File: config.mk
export PLATFORM = sky130hd
export DESIGN_NAME = uart_tx
export DESIGN_NICKNAME = d
export VERILOG_FILES = /design/src/rtl/uart_tx.sv
export SDC_FILE = /design/constraint.sdc
export NUM_CORES = 1
export LEC_CHECK = 0
export ABC_AREA = 0
export CAP_MARGIN = 40
export CORE_ASPECT_RATIO = 1.75
export CORE_MARGIN = 2
export CORE_UTILIZATION = 47
export CTS_BUF_LIST = sky130_fd_sc_hd__clkbuf_4 sky130_fd_sc_hd__clkbuf_8
export DETAILED_ROUTE_END_ITERATION = 16
export PLACE_DENSITY = 0.68
export SKIP_LAST_GASP = 1
export SYNTH_ARGS = -nofsm -noshare
export SYNTH_HDL_FRONTEND = slang
export SYNTH_SLANG_ARGS = --single-unit
export TNS_END_PERCENT = 100
File: constraint.sdc
create_clock -name clk -period 2.7 [get_ports clk]
set_clock_uncertainty 0.2 [all_clocks]
set_input_delay 0.54 -clock clk [delete_from_list [all_inputs] [get_ports clk]]
set_output_delay 0.54 -clock clk [all_outputs]
set_load 0.005 [all_outputs]
File: src/rtl/uart_tx.sv
// UART transmitter: a valid/ready front end feeds a small FIFO, which drains into
// a start / LSB-first data / stop-bit serialiser. The line idles high.
module uart_tx #(
  parameter int DATA_WIDTH = 8,
  parameter int BAUD_RATE  = 115_200,
  parameter int CLK_FREQ   = 50_000_000,
  parameter int STOP_BITS  = 1,
  parameter int FIFO_DEPTH = 4
) (
  input  logic                          clk,
  input  logic                          reset,
  input  logic                          ena,
  input  logic [DATA_WIDTH-1:0]         tx_data,
  input  logic                          tx_valid,
  output logic                          tx_ready,
  output logic                          tx_signal,
  output logic                          tx_busy,
  output logic [$clog2(FIFO_DEPTH):0]   fifo_level
);

  localparam int PULSE_WIDTH = CLK_FREQ / BAUD_RATE;
  localparam int TMR_W       = $clog2(2 * PULSE_WIDTH + 1);
  localparam int PTR_W       = $clog2(FIFO_DEPTH);
  localparam int LVL_W       = PTR_W + 1;
  localparam int CNT_W       = $clog2(DATA_WIDTH) + 1;

  localparam logic [TMR_W-1:0] BIT_LOAD  = TMR_W'(PULSE_WIDTH - 1);
  localparam logic [TMR_W-1:0] STOP_LOAD = TMR_W'(STOP_BITS * PULSE_WIDTH - 1);
  localparam logic [CNT_W-1:0] LAST_BIT  = CNT_W'(DATA_WIDTH - 1);
  localparam logic [LVL_W-1:0] FULL_LVL  = LVL_W'(FIFO_DEPTH);

  typedef enum logic [1:0] {IDLE, START, DATA, STOP} state_t;

  state_t                  state;
  logic [TMR_W-1:0]        timer;
  logic [CNT_W-1:0]        bit_cnt;
  logic [DATA_WIDTH-1:0]   shift;
  logic [DATA_WIDTH-1:0]   mem [FIFO_DEPTH];
  logic [PTR_W-1:0]        wr_ptr;
  logic [PTR_W-1:0]        rd_ptr;
  logic                    fifo_empty;
  logic                    timer_done;
  logic                    push;
  logic                    pop;
  logic                    shift_en;

  assign fifo_empty = (fifo_level == '0);
  assign timer_done = (timer == '0);
  assign tx_ready   = (fifo_level != FULL_LVL);
  assign tx_busy    = (state != IDLE) | ~fifo_empty;

  // Ready comes from the registered level, so a full FIFO refuses a push even
  // while the FSM is popping; space becomes visible one cycle later.
  assign push = ena & tx_valid & tx_ready;
  assign pop  = ena & ~fifo_empty &
                ((state == IDLE) | ((state == STOP) & timer_done));
  assign shift_en = ena & timer_done &
                    ((state == START) | ((state == DATA) & (bit_cnt != LAST_BIT)));

  always_ff @(posedge clk) begin
    if (push) mem[wr_ptr] <= tx_data;
  end

  always_ff @(posedge clk) begin
    if (pop)           shift <= mem[rd_ptr];
    else if (shift_en) shift <= shift >> 1;
  end

  always_ff @(posedge clk or posedge reset) begin
    if (reset) begin
      wr_ptr     <= '0;
      rd_ptr     <= '0;
      fifo_level <= '0;
    end else if (ena) begin
      if (push) wr_ptr <= wr_ptr + PTR_W'(1);
      if (pop)  rd_ptr <= rd_ptr + PTR_W'(1);
      case ({push, pop})
        2'b10:   fifo_level <= fifo_level + LVL_W'(1);
        2'b01:   fifo_level <= fifo_level - LVL_W'(1);
        default: fifo_level <= fifo_level;
      endcase
    end
  end

  // shift[0] always holds the next data bit to drive; the shift register is
  // advanced in the same edge that puts the current bit on the line.
  always_ff @(posedge clk or posedge reset) begin
    if (reset) begin
      state     <= IDLE;
      timer     <= '0;
      bit_cnt   <= '0;
      tx_signal <= 1'b1;
    end else if (ena) begin
      case (state)
        IDLE: begin
          tx_signal <= 1'b1;
          if (!fifo_empty) begin
            tx_signal <= 1'b0;
            timer     <= BIT_LOAD;
            state     <= START;
          end
        end
        START: begin
          if (timer_done) begin
            tx_signal <= shift[0];
            bit_cnt   <= '0;
            timer     <= BIT_LOAD;
            state     <= DATA;
          end else begin
            timer <= timer - TMR_W'(1);
          end
        end
        DATA: begin
          if (timer_done) begin
            if (bit_cnt == LAST_BIT) begin
              tx_signal <= 1'b1;
              timer     <= STOP_LOAD;
              state     <= STOP;
            end else begin
              tx_signal <= shift[0];
              bit_cnt   <= bit_cnt + CNT_W'(1);
              timer     <= BIT_LOAD;
            end
          end else begin
            timer <= timer - TMR_W'(1);
          end
        end
        STOP: begin
          if (timer_done) begin
            if (!fifo_empty) begin
              tx_signal <= 1'b0;
              timer     <= BIT_LOAD;
              state     <= START;
            end else begin
              state <= IDLE;
            end
          end else begin
            timer <= timer - TMR_W'(1);
          end
        end
        default: begin
          tx_signal <= 1'b1;
          state     <= IDLE;
        end
      endcase
    end
  end

endmodule

==> out/qor.csv, run 1 <==
metric,value,unit
crit_end,tx_busy,
critPathMaxFanout,3,
dp_slack,0.0419,ns
period_share,97.6,%
timing.max_cap.violations,0,
hold_viol,0,
nets,307,
peakVddDrop,0.541,mV
numCtsBuffers,9,
row_count,40,
gp_congestion,0.779,
final_cell_mix,"edfxtp_1, dfrtp_1, buf_4",
io-pin-count,18,
ys_seq_area_share,55.7,%
worstSetupStartpoint,state[0],
max-clock-path-buffers,2,
hold_class,reg -> reg,
status,completed,
critPathLaunchType,flop,
drcViolationCount,0,
syn_nets,269,
yosysWarnings,0,
portBuffers,17,
cts_htree_levels,3,
synth_edf_count,40,
drtIter0Drc,117,
max_freq,0.380,GHz
r2r_cells,11,
antenna_cells,0,
core,0.00676,mm2
first_pass_iters,4,
grt_setup_unrepaired,true,
grt_antenna_before_repair,0,
via_per_inst,5.80,
vias,2146,
final_layout_size_suffix_gt1_share,22.7,%
grt_use_total,19.4,%
total_power,4.17,mW
cts.sink_count,64,
die_h,114,um
required,1.96,ns
start_util,47.9,%
reg2reg_to,fifo_level[2],
clockRootBuffer,clkbuf_8,
gr-total-overflow,0,
dp.cells,351,
worst_pin_slew,0.545,ns
final_common_cell,edfxtp_1,
path_class,reg -> out,
cts_tree,built,
antenna_left,0,
fin_ws,0.0654,ns
postLayoutCoreUtil,57.0,%
dp_hpwl,4570,um
die_width,66.7,um
grt_pass1_wl,10700,um
netlist_area,0.00323,mm2
grt_max_degree,25,
instances_no_fill,370,
p_leak,1.47,nW
powerDensity,1080,mW/mm2
async_flop_share,37.5,%
ys_ff_latch,64,
synth_cells,243,
routedWlPerCell,17.1,um
slew_violations,0,
path_clk_slew,0.07,ns
slew_headroom,63.4,%
grt_pass1_vias,2188,
synthToLayoutAreaGrowth,19.1,%
setup.worst_path.end_class,output port,
dieArea,0.00759,mm2
clk_latency,0.34,ns
synth_cell_types,63,
fin_crit,2.63,ns
setup-violations-final,0,
synth_ff_type,edfxtp_1,
drt-total-wl,6340,um
avgSynthCellArea,13.3,um2
r2r_slack,0.17,ns
critPathArrivalTime,1.89,ns
timing.rr.start,timer[1],
worst min-delay path by stage:
stage	to	cells past startpoint	startpoint	slack [ns]
4_1_cts	shift[0]	1	shift[1]	0.33
6_report	shift[0]	1	shift[1]	0.33
5_1_grt	shift[0]	1	shift[1]	0.34
3_5_place_dp	shift[0]	1	shift[1]	0.31
3_3_place_gp	shift[5]	1	shift[6]	0.31
2_1_floorplan	timer[9]	1	timer[9]	0.28
critical path: stages, from the launching register on:
cell           delay [ns]
dfrtp_1              0.40
inv_2                0.09
ha_4                 0.17
or4b_2               0.61
dlygate4sd2_1        0.29
stage by stage:
step | setup TNS [ns] | hold slack [ns] | cell area, um2
2_1_floorplan | 0 | 0.279 | 3230
4_1_cts | 0 | 0.332 | 3830
6_report | 0 | 0.330 | 3850
5_1_grt | -0.0148 | 0.337 | 3850
3_3_place_gp | 0 | 0.308 | 3600
3_5_place_dp | 0 | 0.313 | 3600
cell type report:
type | count | area (um2)
clock inverters | 7 | 80.1
well taps | 84 | 105
fillers | 571 | 2900
clock buffers | 9 | 124
repair buffers | 38 | 327
inverters | 16 | 60.1
multi-input cells | 152 | 1350
flip-flops and latches | 64 | 1800
layer usage:
metal / GRT usage [%] / share of wire, % / vias up
met1: 20.1 / 39 / 1069
met2: 33.9 / 54 / 44
met4: 10.3 / 3.5 / 0
li1: - / - / 1017
met5: 0 / 0 / -
met3: 6.02 / 3.4 / 16
state kept, by name, summed over array words and instances, names as in the netlist:
signal	cells
rd_ptr	2
shift	8
mem	32
wr_ptr	2
fifo_level	3
tx_signal	1
timer	10
state	2
bit_cnt	4
power breakdown:
group	switching (mW)	internal (mW)	total (mW)
clock	0.394	0.433	0.828
combinational	0.870	0.883	1.75
sequential	0.278	1.31	1.59
cell usage after synthesis, types with 4 or more instances:
cell      number  share of area [%]
nand3_1        4               0.62
a31oi_1        4               0.77
o21ai_0        6               0.93
and2_1         5               0.97
nor3_1         7                1.1
edfxtp_1      40                 37
mux2_1         7                2.4
a21oi_1        7                1.1
inv_1         16                1.9
nand2_1        7               0.81
mux4_2         8                5.6
xor2_1         4                1.1
o31ai_1        5                1.2
dfrtp_1       23                 18
ha_1          13                5.0
nor2_1        11                1.3
clkbuf_1       7               0.81
cell families after synthesis:
group,share of synthesized area (%)
AOI/OAI and AO/OA,12.1
xor gates and xnor gates,1.62
adders and majority gates,5.65
buffers and inverters,3.17
DFF,55.7
muxes,9.48
and+or+nand+nor,12.2
what timing repair did:
item | 4_1_cts | 5_1_grt
pin swaps | 0 | 0
setup endpoints to repair | 1 | 2
resized for setup | 4 | 3
hold buffers | 0 | 0
setup buffers | 2 | 1
Note: power is estimated with default switching activity, not from simulation.
==> inputs of run 2 (changes only) <==
- CTS_CLUSTER_SIZE: not set -> 24
- DONT_BUFFER_PORTS: not set -> 1
- PLACE_DENSITY: 0.68 -> not set
==> out/qor.csv, run 2 (same netlist as run 1, synthesis figures left out) <==
metric,value,unit,change
cts_tree,built,,
nets,284,,-7.5%
period_share,95.3,%,-2.2 points
path_clk_slew,0.08,ns,about the same
die_h,114,um,unchanged
io-pin-count,18,,unchanged
gp_congestion,0.852,,+9.4%
final_layout_size_suffix_gt1_share,20.2,%,-2.6 points
dieArea,0.00759,mm2,unchanged
grt_pass1_vias,2255,,+3.1%
min_to,mem[0][3],,
worst_hold_slack,0.0809,ns,-0.249 ns
max_freq,0.388,GHz,+2.3%
grt_setup_unrepaired,false,,
cts_resized,0,,-4
gr-total-overflow,0,,unchanged
die_width,66.7,um,unchanged
cts.sink_count,64,,unchanged
routedWlPerCell,19.3,um,+12%
grt_antenna_before_repair,1,,+1
hold_class,in -> reg,,
row_count,40,,unchanged
grt_pass1_wl,11200,um,+4.3%
clockRootBuffer,clkbuf_8,,
regMostFlops,mem,,
numCtsBuffers,9,,unchanged
critPathMaxFanout,5,,+2
final_area,0.00361,mm2,-6.3%
antenna_left,0,,unchanged
reg2reg_to,fifo_level[2],,
reg_top3,"mem: 32 flops, timer: 10 flops, shift: 8 flops",,
instances_no_fill,348,,-5.9%
dp.cells,330,,-6.0%
p_leak,1.37,nW,-6.8%
clk_latency,0.35,ns,about the same
max-clock-path-buffers,2,,unchanged
core,0.00676,mm2,unchanged
dpl_cell_area,0.00340,mm2,-5.6%
pwr-share-comb,40.3,%,-1.7 points
switching_share,38.0,%,+0.96 points
timing.rr.start,timer[0],,
drt-total-wl,6710,um,+5.8%
total_power,4.01,mW,-3.7%
final_common_cell,edfxtp_1,,
hold_viol,0,,unchanged
dp_slack,0.213,ns,+0.171 ns
intPower,2.49,mW,-5.2%
drtIter0Drc,153,,+31%
post_cts_buffers,0,,-2
path_class,reg -> out,,
pwr-share-clk,20.3,%,+0.5 points
largest_reg_flops,32,,unchanged
powerDensity,1110,mW/mm2,+2.7%
cts_hold_buf,1,,+1
cts_htree_levels,3,,unchanged
synthToLayoutAreaGrowth,11.6,%,
whs_path_depth,0,,-1
timing.max_cap.violations,0,,unchanged
hp-start,tx_data[3],,
r2r_slack,0.21,ns,+0.04 ns
critPathLaunchType,flop,,
required,1.96,ns,about the same
peakVddDrop,0.728,mV,+34%
switchingPower,1.52,mW,-1.2%
critPathArrivalTime,1.83,ns,-0.06 ns
num-fill-cells,632,,+11%
fin_ws,0.126,ns,+0.0603 ns
grt_use_total,20.5,%,+1.1 points
slew_violations,0,,unchanged
setup.worst_path.end_class,output port,,
via_per_inst,6.05,,+4.4%
portBuffers,0,,-17
dp_hpwl,4830,um,+5.7%
tns,0,ns,unchanged
first_pass_iters,6,,+2
p_seq_share,39.4,%,+1.3 points
setup-violations-final,0,,unchanged
r2r_cells,11,,unchanged
final_cell_mix,"edfxtp_1, dfrtp_1, inv_1",,
fin_crit,2.57,ns,-0.0603 ns
start_util,47.9,%,unchanged
status,completed,,
grt_max_degree,25,,unchanged
worst_pin_slew,0.551,ns,+0.00677 ns
postLayoutCoreUtil,53.4,%,-3.6 points
drcViolationCount,0,,unchanged
vias,2107,,-1.8%
slew_headroom,62.7,%,-0.69 points
==> run 2: cell count changes in the layout (fill, tap and decap cells not counted), moves of 2 or more <==
cell / delta
buf_4: -7
clkdlybuf4s50_1: -16
clkinv_4: -2
inv_1: +2
inv_2: -2
==> run 2: layout make-up <==
type                    instances  area [um2]  area share, %
inverters                      16        60.1           1.66
flip-flops and latches         64        1800           49.9
repair buffers                 15         115           3.19
well taps                      84         105           2.91
multi-input cells             152        1330           36.8
clock inverters                 7        71.3           1.98
diodes                          1        2.50         0.0693
clock buffers                   9         124           3.43
==> run 2: worst max path at each step <==
stage	from	end	slack [ns]
detailed placement	timer[0]	fifo_level[2]	0.21
finish	state[0]	tx_busy	0.13
global placement	timer[0]	fifo_level[2]	0.26
CTS	state[0]	tx_busy	0.09
global route	state[0]	tx_busy	0.03
floorplan	timer[5]	fifo_level[2]	0.03
==> run 2: power by group through the flow <==
stage               Sequential [mW]  Combinational, mW  Clock (mW)
finish                         1.58               1.62       0.815
global route                   1.62               1.78       0.877
CTS                            1.58               1.62       0.837
detailed placement             1.60               1.61           0
global placement               1.59               1.60           0
floorplan                      1.50               1.20           0
==> run 2: per-layer routing <==
layer	vias to the layer above	routed length [um]	GRT usage, %
met5	-	0	0
met4	0	280	11.8
met3	20	294	6.11
met2	50	3630	35.2
met1	1067	2500	21.6
li1	970	-	-
==> run 2: worst max-delay path, cell delays in order, from the launching register on <==
cell and delay [ns]:
dfrtp_1 0.43, inv_1 0.14, ha_1 0.25, or4b_2 0.66
